## src/rtl/clkdivn_pkg.sv

```systemverilog
// Shared defaults for the programmable even-ratio clock divider.
// Half-period encodings of the legacy fixed /2 and /4 modes are kept for callers.
package clkdivn_pkg;

  localparam int CW_DEF       = 4;
  localparam int HALF_DIV2    = 0;
  localparam int HALF_DIV4    = 1;
  localparam int RST_HALF_DEF = HALF_DIV4;

endpackage

```

## src/rtl/clkdivn.sv

```systemverilog
// Programmable even-ratio divider: clkout period is 2*(act_half+1) clkin cycles, 50:50 duty.
// Ratio changes are held pending and take effect only at a rising clkout boundary.
module clkdivn
  import clkdivn_pkg::*;
#(
  parameter int CW       = CW_DEF,
  parameter int RST_HALF = RST_HALF_DEF
) (
  input  logic          clkin,
  input  logic          rst,
  input  logic [CW-1:0] div_half,
  input  logic          div_load,
  output logic          clkout,
  output logic          rise_stb,
  output logic          fall_stb,
  output logic          busy,
  output logic [CW-1:0] cur_half
);

  logic [CW-1:0] cnt;
  logic [CW-1:0] act_half;
  logic [CW-1:0] pend_half;
  logic          pend;
  logic          at_bound;

  assign at_bound = (cnt == act_half);

  // NOTE: every state register uses <= so all updates see pre-edge values;
  // the apply below must read the old pend/pend_half even when a load lands on the same edge.
  always_ff @(posedge clkin) begin
    if (rst) begin
      cnt       <= '0;
      clkout    <= 1'b0;
      act_half  <= CW'(RST_HALF);
      pend_half <= '0;
      pend      <= 1'b0;
    end else begin
      if (at_bound) begin
        cnt    <= '0;
        clkout <= ~clkout;
      end else begin
        cnt <= cnt + CW'(1);
      end

      // Apply only as clkout rises, so the new ratio spans a whole high+low period.
      if (at_bound && !clkout && pend) begin
        act_half <= pend_half;
        pend     <= 1'b0;
      end

      // A coincident load wins over the clear above and stays pending for the next rise.
      if (div_load) begin
        pend_half <= div_half;
        pend      <= 1'b1;
      end
    end
  end

  assign rise_stb = at_bound & ~clkout;
  assign fall_stb = at_bound & clkout;
  assign busy     = pend;
  assign cur_half = act_half;

endmodule

```

## config.mk

```make
export PLATFORM = sky130hd
export DESIGN_NAME = clkdivn
export DESIGN_NICKNAME = d
export VERILOG_FILES = /design/src/rtl/clkdivn_pkg.sv /design/src/rtl/clkdivn.sv
export SDC_FILE = /design/constraint.sdc
export NUM_CORES = 1
export LEC_CHECK = 0
export BUFFER_PORTS_ARGS = -buffer_cell sky130_fd_sc_hd__buf_2
export CAP_MARGIN = 15
export CORE_MARGIN = 2
export CORE_UTILIZATION = 40
export DETAILED_ROUTE_END_ITERATION = 10
export GPL_TIMING_DRIVEN = 0
export SETUP_SLACK_MARGIN = 0.05
export SLEW_MARGIN = 20
export SYNTH_ARGS = -nofsm -noshare
export SYNTH_HDL_FRONTEND = slang
export SYNTH_SLANG_ARGS = --single-unit
```

## constraint.sdc

```tcl
create_clock -name clkin -period 2.25 [get_ports clkin]
set_clock_uncertainty 0.2 [all_clocks]
set_input_delay 0.225 -clock clkin [delete_from_list [all_inputs] [get_ports clkin]]
set_output_delay 0.225 -clock clkin [all_outputs]
set_load 0.01 [all_outputs]
```

==> key figures <==
Outcome
  • Status: finished clean

Die
  • Initial core utilization: 0.416
  • Row Count: 14
  • I/O Pins: 15
  • Die height: 43.1 um
  • Core area: between 1000 and 1500 um^2
  • Die area: roughly 1900 um^2
  • Width of the chip: between 40 and 50 um

STA
  • WHS: 130 ps
  • RSZ-0062 raised after global routing: false
  • Final Cycle Share: 0.866
  • Max-slew violations: 0
  • Worst-Margin Slew: 460 ps
  • Final hold viol count: 0
  • Min Tclk post-route: ~1900 ps
  • Final setup TNS: 0 ps
  • Peak Freq: between 500 and 600 MHz
  • Slew HR: 0.693
  • # setup viols final: 0

Synth
  • Top-count cell post-synth: dfxtp_1
  • Syn avg cell area: between 10 and 15 um^2
  • Mapped Cells: 58
  • Netlist Area Pre-Place: 612 um^2
  • Post-synth EDFFs: 0
  • Top cell type's share of synthesized area: 0.458
  • Synth top area cells: dfxtp_1 46%, mux2i_1 13%, xor2_1 7.2%
  • Synth top cells by count: 14 x dfxtp_1, 8 x mux2i_1, 7 x nor2_1
  • FF+latch count, synth: 14
  • Yosys cell types: 18
  • Ys Warns: 0
  • Leading register cell type out of synthesis: dfxtp_1
  • Sequential share of the synthesized area: 0.458
  • Syn nets: 66
  • Share of synthesized registers carrying an async set or reset: 0
  • Synth area leader: dfxtp_1

Worst hold path
  • Hold_sp: div_load
  • HP Class: primary input to register
  • Worst Hold Depth: 3
  • Hold worst-path end: busy

Drt
  • Detailed-route vias per instance: approximately 4.7
  • Via count: between 400 and 500
  • Drt first pass iters: 2
  • DR iter-0 viols: 3
  • Residual DRC: 0
  • Drt total wl: around 1000 um
  • WL/cell: 10.6 um
  • Routed Antenna Nets: 0

Critical path
  • Critical Path RT: 1820 ps
  • Worst r2r dst: cur_half[0]
  • Critical path peak fanout: 7
  • Critical path class: register to output pin
  • Minimum setup slack among reg-to-reg paths: slightly below 600 ps
  • CP Capture Type: output pin
  • R2r startpoint: cur_half[2]
  • Reg2reg path depth: 6
  • Crit path DAT: around 1500 ps
  • Worst setup SP type: register

Clock network
  • CTS tree: yes
  • Clk sink count: 14
  • Clk pin slew, worst setup/hold paths: ~80 ps
  • CTS root buf: clkbuf_4
  • Post-cts gate resize count: 0
  • Clock Tree Buf Depth: 2
  • H-tree levels: 1
  • TritonCTS buffer count: 3
  • Worst skew pair latency: 270 ps

Global routing
  • Total grt overflow: 0
  • Largest net degree at the start of global routing: 11
  • Initial antenna violation count: 0
  • GRT Resource Usage Total: 0.128
  • Global-route wire length before repair: between 1500 and 2000 um
  • Vias in the first global route: between 400 and 500

Finish
  • Layout fillers: about 160
  • Area Growth Syn to Fin: 29.2%
  • Design area: between 700 and 800 um^2
  • Ant diodes: 0
  • Share of layout cells above drive strength 1: 0.284
  • Final Net Count: 90
  • Final std cells w/o fill: 97

Pwr
  • Final Power: 797 uW
  • Pleak: approximately 0.40 nW
  • VDD IR max: between 0.3 and 0.4 mV
  • PwrDens: 1010 nW/um^2

Placed design
  • GPL Wtd Cong: 0.714
  • Hpwl dp: approximately 740 um
  • Placed cells: 86
  • DP Area: about 700 um^2
  • Port-buffer cells: 12

Run
  • Max-cap violations: 0
==> report_power, final <==
| part | total [mW] | switching [mW] | internal (mW) |
|---|---|---|---|
| registers | 0.322 | 0.0362 | 0.285 |
| clock network | 0.175 | 0.0770 | 0.0982 |
| logic | 0.300 | 0.131 | 0.169 |
| total | 0.797 | 0.244 | 0.553 |
==> state kept, by name (all words and copies together), names as in the netlist <==
name,cells
cnt,4
cur_half,4
clkout,1
pend_half,4
busy,1
==> metrics by stage <==
stage	util	setup WS, ps
2_1_floorplan	-	574
3_3_place_gp	0.470	403
3_5_place_dp	0.470	383
4_1_cts	0.522	79.8
5_1_grt	0.537	221
6_report	0.537	301
==> kinds of logic after synthesis <==
group / share of synthesized area
AOI/OAI and AO/OA: 0.0102
xor gates and xnor gates: 0.100
adders and majority gates: 0.0204
muxes: 0.131
and+or+nand+nor: 0.256
DFF: 0.458
buffers and inverters: 0.0245
==> cell type report <==
cell class | instances | area, um^2 | area share
plain buffers | 3 | 11.3 | 0.0142
clock buffers | 4 | 36.3 | 0.0459
inverters | 1 | 3.75 | 0.00475
multi-input cells | 40 | 317 | 0.400
flip-flops and latches | 14 | 280 | 0.354
well taps | 16 | 20.0 | 0.0253
repair buffers | 19 | 123 | 0.155
==> layout by cell type (no fill, tap or decap) <==
cell | Yosys | layout
o22ai_1 | 1 | 1
nor4_4 | 1 | 1
or2b_1 | 1 | 1
dlygate4sd3_1 | 0 | 4
buf_4 | 0 | 3
dfxtp_1 | 14 | 14
nand2b_1 | 6 | 6
clkbuf_4 | 0 | 3
xnor2_1 | 2 | 2
inv_1 | 1 | 1
nand3_1 | 1 | 1
clkbuf_8 | 0 | 1
and2b_2 | 1 | 1
nor3_1 | 3 | 3
ha_1 | 1 | 1
nor3b_1 | 1 | 1
xor2_1 | 5 | 5
mux2i_1 | 8 | 8
buf_2 | 0 | 12
nand3b_4 | 1 | 1
and2_2 | 1 | 1
clkbuf_1 | 3 | 3
nor2_1 | 7 | 7
==> metal layers <==
metal / global-route usage / wire [um] / up-vias
li1: - / - / 238
met1: 0.157 / 486 / 210
met2: 0.215 / 502 / 7
met3: 0.0255 / 31 / 2
met4: 0.0545 / 6 / 0
met5: 0 / 0 / -
==> what timing repair did <==
action,in CTS,in global routing
endpoints found under the setup margin,0,2
setup buffers,0,3
hold endpoints to repair,4,0
hold buffers,4,0
==> worst max path at each step <==
stage                            from        to  slack, ps
final                     cur_half[2]  rise_stb        300
after global routing      cur_half[2]  rise_stb        220
after CTS                 cur_half[1]  rise_stb         80
after detailed placement  cur_half[1]  rise_stb        380
after global placement    cur_half[1]  rise_stb        400
after floorplan           cur_half[1]  rise_stb        570
==> worst max-delay path, stage by stage, from the launching register on <==
cell	delay, ps
dfxtp_1	340
xor2_1	190
nor4_4	260
buf_4	180
and2b_2	150
buf_2	120
No activity file was read; power rests on OpenSTA's default activity.
